<file path="src/rtl/qspi_slave_if.sv">
`timescale 1ns/1ps
// qspi_slave_if
// SPI / quad-SPI slave front-end running entirely in the clk domain.
// The master pins are oversampled through a synchronizer. MOSI is
// deserialized into bytes on a valid/ready stream. Response bytes are
// serialized onto MISO, and MISO advances on each SCLK falling edge.
//
// Ports
//   clk, rst_n        system clock, asynchronous active-low reset
//   spi_sclk          SPI clock from master (mode 0, idle low)
//   spi_cs_n          chip select, active low
//   spi_mosi[3:0]     master->slave lanes
//   spi_miso[3:0]     slave->master lanes
//   spi_miso_oe[3:0]  per-lane output enable
//   lane_mode[1:0]    00 = 1 lane, 01 = 2 lanes, 1x = 4 lanes (latched at frame start)
//   rx_data/rx_valid/rx_ready   received byte stream
//   tx_data/tx_valid/tx_ready   response byte source (tx_ready pulses on take)
//   busy              frame in progress
//   rx_ovf, tx_udf, frame_err   sticky error flags, cleared by clr_flags
module qspi_slave_if #(
    parameter int         SYNC_STAGES = 2,
    parameter logic [7:0] TX_IDLE     = 8'hFF
) (
    input  logic       clk,
    input  logic       rst_n,
    input  logic       spi_sclk,
    input  logic       spi_cs_n,
    input  logic [3:0] spi_mosi,
    output logic [3:0] spi_miso,
    output logic [3:0] spi_miso_oe,
    input  logic [1:0] lane_mode,
    output logic [7:0] rx_data,
    output logic       rx_valid,
    input  logic       rx_ready,
    input  logic [7:0] tx_data,
    input  logic       tx_valid,
    output logic       tx_ready,
    output logic       busy,
    output logic       rx_ovf,
    output logic       tx_udf,
    output logic       frame_err,
    input  logic       clr_flags
);

    typedef enum logic {IDLE, ACTIVE} state_t;

    // Lane select encoding: 0 = 1 lane, 1 = 2 lanes, 2 = 4 lanes
    function automatic logic [3:0] lane_group(input logic [7:0] b, input logic [1:0] ls);
        case (ls)
            2'd0:    lane_group = {3'b000, b[0]};
            2'd1:    lane_group = {2'b00, b[1:0]};
            default: lane_group = b[3:0];
        endcase
    endfunction

    function automatic logic [3:0] lane_mask(input logic [1:0] ls);
        case (ls)
            2'd0:    lane_mask = 4'b0001;
            2'd1:    lane_mask = 4'b0011;
            default: lane_mask = 4'b1111;
        endcase
    endfunction

    // Synchronizers
    logic [SYNC_STAGES-1:0] sclk_pipe;
    logic [SYNC_STAGES-1:0] cs_pipe;
    logic [SYNC_STAGES-1:0] flush_sr;
    logic [3:0]             mosi_pipe [SYNC_STAGES];

    always_ff @(posedge clk or negedge rst_n) begin
        if (!rst_n) begin
            sclk_pipe <= '0;
            cs_pipe   <= '1;
            flush_sr  <= '0;
            for (int i = 0; i < SYNC_STAGES; i++) mosi_pipe[i] <= 4'h0;
        end else begin
            sclk_pipe    <= {sclk_pipe[SYNC_STAGES-2:0], spi_sclk};
            cs_pipe      <= {cs_pipe[SYNC_STAGES-2:0], spi_cs_n};
            flush_sr     <= {flush_sr[SYNC_STAGES-2:0], 1'b1};
            mosi_pipe[0] <= spi_mosi;
            for (int i = 1; i < SYNC_STAGES; i++) mosi_pipe[i] <= mosi_pipe[i-1];
        end
    end

    logic       sclk_s, cs_s;
    logic [3:0] mosi_s;
    assign sclk_s = sclk_pipe[SYNC_STAGES-1];
    assign cs_s   = cs_pipe[SYNC_STAGES-1];
    assign mosi_s = mosi_pipe[SYNC_STAGES-1];

    // Edge detection. A frame start is only accepted once CS_n has been
    // seen high after the synchronizer has flushed its reset values, so a
    // frame already in progress when reset releases is ignored.
    logic sclk_d, cs_d, armed;

    always_ff @(posedge clk or negedge rst_n) begin
        if (!rst_n) begin
            sclk_d <= 1'b0;
            cs_d   <= 1'b1;
            armed  <= 1'b0;
        end else begin
            sclk_d <= sclk_s;
            cs_d   <= cs_s;
            if (flush_sr[SYNC_STAGES-1] && cs_s) armed <= 1'b1;
        end
    end

    logic sclk_rise, sclk_fall, cs_fall, cs_rise;
    assign sclk_rise = sclk_s & ~sclk_d;
    assign sclk_fall = ~sclk_s & sclk_d;
    assign cs_fall   = armed & cs_d & ~cs_s;
    assign cs_rise   = cs_s & ~cs_d;

    // Datapath state
    state_t     state;
    logic [1:0] lsel;
    logic [2:0] beat_cnt;
    logic [7:0] rx_shift;
    logic [7:0] tx_shift;

    logic [1:0] lsel_in;
    logic [7:0] tx_byte;
    logic [7:0] rx_next;
    logic [7:0] tx_next;
    logic [2:0] beat_max;

    always_comb begin
        lsel_in  = (lane_mode == 2'b00) ? 2'd0 : (lane_mode == 2'b01) ? 2'd1 : 2'd2;
        tx_byte  = tx_valid ? tx_data : TX_IDLE;
        // New group enters at the top and the register shifts right, so
        // after B beats the first (least significant) group sits in bit 0.
        rx_next  = rx_shift;
        tx_next  = tx_shift;
        beat_max = 3'd1;
        case (lsel)
            2'd0: begin
                rx_next  = {mosi_s[0], rx_shift[7:1]};
                tx_next  = {1'b0, tx_shift[7:1]};
                beat_max = 3'd7;
            end
            2'd1: begin
                rx_next  = {mosi_s[1:0], rx_shift[7:2]};
                tx_next  = {2'b00, tx_shift[7:2]};
                beat_max = 3'd3;
            end
            default: begin
                rx_next  = {mosi_s, rx_shift[7:4]};
                tx_next  = {4'h0, tx_shift[7:4]};
                beat_max = 3'd1;
            end
        endcase
    end

    always_ff @(posedge clk or negedge rst_n) begin
        if (!rst_n) begin
            state       <= IDLE;
            lsel        <= 2'd0;
            beat_cnt    <= 3'd0;
            rx_shift    <= 8'h00;
            tx_shift    <= 8'h00;
            spi_miso    <= 4'h0;
            spi_miso_oe <= 4'h0;
            rx_data     <= 8'h00;
            rx_valid    <= 1'b0;
            tx_ready    <= 1'b0;
            busy        <= 1'b0;
            rx_ovf      <= 1'b0;
            tx_udf      <= 1'b0;
            frame_err   <= 1'b0;
        end else begin
            tx_ready <= 1'b0;
            // Clears come first so that a set later in this block wins.
            if (clr_flags) begin
                rx_ovf    <= 1'b0;
                tx_udf    <= 1'b0;
                frame_err <= 1'b0;
            end
            if (rx_valid && rx_ready) rx_valid <= 1'b0;

            case (state)
                IDLE: begin
                    if (cs_fall) begin
                        lsel        <= lsel_in;
                        beat_cnt    <= 3'd0;
                        rx_shift    <= 8'h00;
                        tx_shift    <= tx_byte;
                        tx_ready    <= tx_valid;
                        if (!tx_valid) tx_udf <= 1'b1;
                        spi_miso    <= lane_group(tx_byte, lsel_in);
                        spi_miso_oe <= lane_mask(lsel_in);
                        busy        <= 1'b1;
                        state       <= ACTIVE;
                    end
                end
                ACTIVE: begin
                    if (cs_rise) begin
                        if (beat_cnt != 3'd0) frame_err <= 1'b1;
                        spi_miso    <= 4'h0;
                        spi_miso_oe <= 4'h0;
                        busy        <= 1'b0;
                        state       <= IDLE;
                    end else if (sclk_rise) begin
                        rx_shift <= rx_next;
                        if (beat_cnt == beat_max) begin
                            beat_cnt <= 3'd0;
                            if (!rx_valid || rx_ready) begin
                                rx_data  <= rx_next;
                                rx_valid <= 1'b1;
                            end else begin
                                rx_ovf <= 1'b1;
                            end
                        end else begin
                            beat_cnt <= beat_cnt + 3'd1;
                        end
                    end else if (sclk_fall) begin
                        if (beat_cnt == 3'd0) begin
                            // Byte boundary just crossed: start the next response byte.
                            tx_shift <= tx_byte;
                            tx_ready <= tx_valid;
                            if (!tx_valid) tx_udf <= 1'b1;
                            spi_miso <= lane_group(tx_byte, lsel);
                        end else begin
                            tx_shift <= tx_next;
                            spi_miso <= lane_group(tx_next, lsel);
                        end
                    end
                end
                default: state <= IDLE;
            endcase
        end
    end

endmodule

</file>
<file path="config.mk">
export PLATFORM = sky130hd
export DESIGN_NAME = qspi_slave_if
export DESIGN_NICKNAME = d
export VERILOG_FILES = /design/src/rtl/qspi_slave_if.sv
export SDC_FILE = /design/constraint.sdc
export NUM_CORES = 1
export LEC_CHECK = 0
export CORE_MARGIN = 10
export CORE_UTILIZATION = 48
export DETAILED_ROUTE_END_ITERATION = 6
export PLACE_DENSITY = 0.7
export REMOVE_ABC_BUFFERS = 1
export SYNTH_ARGS = -nofsm -noshare
export SYNTH_HDL_FRONTEND = slang
export SYNTH_SLANG_ARGS = --single-unit
</file>
<file path="constraint.sdc">
create_clock -name clk -period 2.5 [get_ports clk]
set_input_delay 0.375 -clock clk [delete_from_list [all_inputs] [get_ports clk]]
set_output_delay 0.375 -clock clk [all_outputs]
set_load 0.02 [all_outputs]
</file>
==> metrics.csv <==
stage,metric,value,unit
synth,post-synth cell types,48,
grt,Total GRT Usage,14.0,%
synth,number of synthesized flops with an enable pin,0,
timing,Fin Clk Skew,6.90,ps
critical_path,"Arr. time, crit path",2220,ps
routing,violation count after the first detailed-route iteration,76,
synth,Yosys reg bits,57,
timing,RSZ-0062 raised after global routing,false,
routing,WL final,5870,um
synth,top_reg_cell synth,dfrtp_1,
critical_path,Setup crit end kind,register,
power,peak supply drop,0.410,mV
run_status,status,finished clean,
grt,initial antenna violation count,0,
floorplan,# IOs,43,
critical_path,critical-path cell list,nor3b_1 > o31ai_2 > nor3b_2 > buf_4 > mux2_4,
critical_path,Crit-path slowest cell,dfrtp_1,
finish,Final Non-Filler Cells,374,
floorplan,chip height,96.0,um
routing,post-route ant nets,0,
critical_path,crit-path max cell delay,750,ps
placed_design,placed insts,358,
timing,WHS,2.06,ps
clock_tree,CTS buffer count,9,
synth,synth warn,0,
synth,Syn Inst Count,253,
placed_design,port buffer count,42,
routing,DR vias,2003,
timing,setup_tns,0,ps
power,Pwr Total,3.04,mW
clock_tree,Clock transition at path regs,60,ps
critical_path,CP Launch Type,register,
finish,most frequent cells in the layout,"54 x dfrtp_1, 41 x clkdlybuf4s50_1, 22 x nand2_1",
clock_tree,Max clock buf depth,2,
finish,Layout Utilization,61.7,%
critical_path,critical path class,register to register,
routing,DR DRC count,0,
synth,Synth area leaders,"dfrtp_1 49%, mux2i_1 7.2%, mux2_1 4.1%, nand2_1 3.0%, dfstp_2 2.8%",
timing,fin. max-slew vios,0,
clock_tree,clk_lat worst skew,330,ps
finish,area growth from synthesis to layout,23.5,%
grt,largest net degree at the start of global routing,26,
flow_run,MaxCap Viol Count,0,
timing,setup violators final,0,
critical_path,crit path max fanout,16,
power,power density cells,889,nW/um^2
finish,ant diodes,0,
synth,"Seq/Total Area, Yosys",51.6,%
timing,Slew @ Worst Pin,637,ps
power,Leak,1.48,nW
timing,final worst-path cycle share,80.2,%
clock_tree,Post-CTS Setup Bufs,0,
critical_path,Worst EP required,2720,ps
timing,fin crit period,2000,ps
clock_tree,post-CTS sizing,0,
hold_path,worst hold path class,input port to async pin,
synth,Synth async-reset ratio,100,%
synth,post-synth top area cell,dfrtp_1,
routing,Via density,5.36,
timing,Rel. slew slack,57.5,%
synth,area share of the leading cell type in the synthesized netlist,48.8,%
floorplan,Initial Util,50.0,%
timing,Max Fclk,0.499,GHz
clock_tree,Post-CTS Hold Buffers,0,
placed_design,gpl congestion,0.820,
floorplan,die width,96.0,um
timing,Final Hold Viols,0,
clock_tree,clk sinks,57,
floorplan,placeable core area,5540,um^2
grt,first-pass GRT wire length,9870,um
clock_tree,root buffer cell,clkbuf_8,
routing,WL per Instance,15.7,um
synth,Syn Area/Cell,10.9,um^2
floorplan,FP Rows,27,
clock_tree,CTS H-Tree Depth,3,
synth,Post-Syn Area,2770,um^2
grt,gr ovfl total,0,
grt,vias in the first global route,2037,
floorplan,die area,9210,um^2
clock_tree,TritonCTS clock tree,built,
finish,share of layout cells above drive strength 1,12.6,%
placed_design,DPL Wire Length,4340,um
routing,first-pass iteration count of the detailed router,4,
finish,"commonest non-fill, non-tap cell in the layout",dfrtp_1,
finish,final net count,320,
finish,Layout fillers,483,
[layer usage]
layer / GRT usage (%) / wire length, um / vias to the layer above
met5: 0 / 0 / -
met4: 7.25 / 147 / 0
met3: 4.28 / 305 / 15
met2: 21.2 / 2740 / 61
met1: 17.7 / 2680 / 957
li1: - / - / 970
[sequential cells by signal, indices dropped and copies added (netlist names), 2 cells and up]
register and count:
rx_data 8, rx_shift 7, tx_shift 7, mosi_pipe 4, mosi_s 4, spi_miso 4, beat_cnt 3, spi_miso_oe 3
cs_pipe 2, flush_sr 2, lsel 2, sclk_pipe 2
[cell usage after synthesis, types with 2 or more instances]
library cell,instances
mux2i_1,20
dfrtp_1,54
buf_4,4
mux2_4,2
nand2_1,22
nand3_1,5
nor2_1,11
inv_1,16
a31oi_1,3
mux2_2,4
and3b_1,2
a2bb2oi_1,3
o21ai_0,13
buf_2,10
mux2_1,10
dfstp_2,3
a21oi_1,10
o21ai_1,3
nand2b_1,11
o22ai_1,8
ha_1,2
nor2b_1,11
[critical path: cells and delay by family, from the launching register on]
kind                   cells  cell delay, ps
flip-flops                 1             750
AND/OR/NAND/NOR            2             490
multiplexers               1             320
buffers and inverters      1             210
AO/OA/AOI/OAI              1             120
[final timing paths]
| kind | slack (ps) | startpoint | to | depth (start not counted) |
|---|---|---|---|---|
| worst max-delay path | 500 | lsel[1] | rx_data[7] | 5 |
| worst min-delay path | 2 | rst_n | spi_miso[3] | 1 |
| worst max register to register | 500 | lsel[1] | rx_data[7] | 5 |
| worst min register to register | 350 | mosi_pipe[5] | mosi_s[1] | 0 |
| max in group asynchronous | 1910 | rst_n | mosi_s[2] | 2 |
| min in group clk | 350 | mosi_pipe[5] | mosi_s[1] | 0 |
[metrics by stage]
step / setup WS (ps) / cell area (um^2)
after global placement: 526 / 3240
after CTS: 509 / 3420
final: 496 / 3420
after global routing: 354 / 3420
after floorplan: 214 / 2670
after detailed placement: 498 / 3240
[kinds of logic after synthesis]
kind of cell	share of synthesized area, %
fa+ha+maj	0.904
mux	14.0
other cells	0.135
flops	51.6
simple gates	15.1
buf+inv	5.60
compound gates	12.6
[area by class of cell]
class / instances / area, um^2 / area share (%)
flip-flops and latches: 57 / 1430 / 41.8
multi-input cells: 164 / 1180 / 34.6
repair buffers: 49 / 480 / 14.1
clock buffers: 13 / 159 / 4.65
well taps: 72 / 90.1 / 2.64
inverters: 16 / 60.1 / 1.76
clock inverters: 3 / 15.0 / 0.439
[report_power, final]
group          leakage [nW]  switching [mW]  internal, mW
logic                 0.706           0.468         0.503
registers             0.678           0.192          1.12
clock network        0.0932           0.349         0.409
total                  1.48            1.01          2.03
Note: power is estimated with default switching activity, not from simulation.
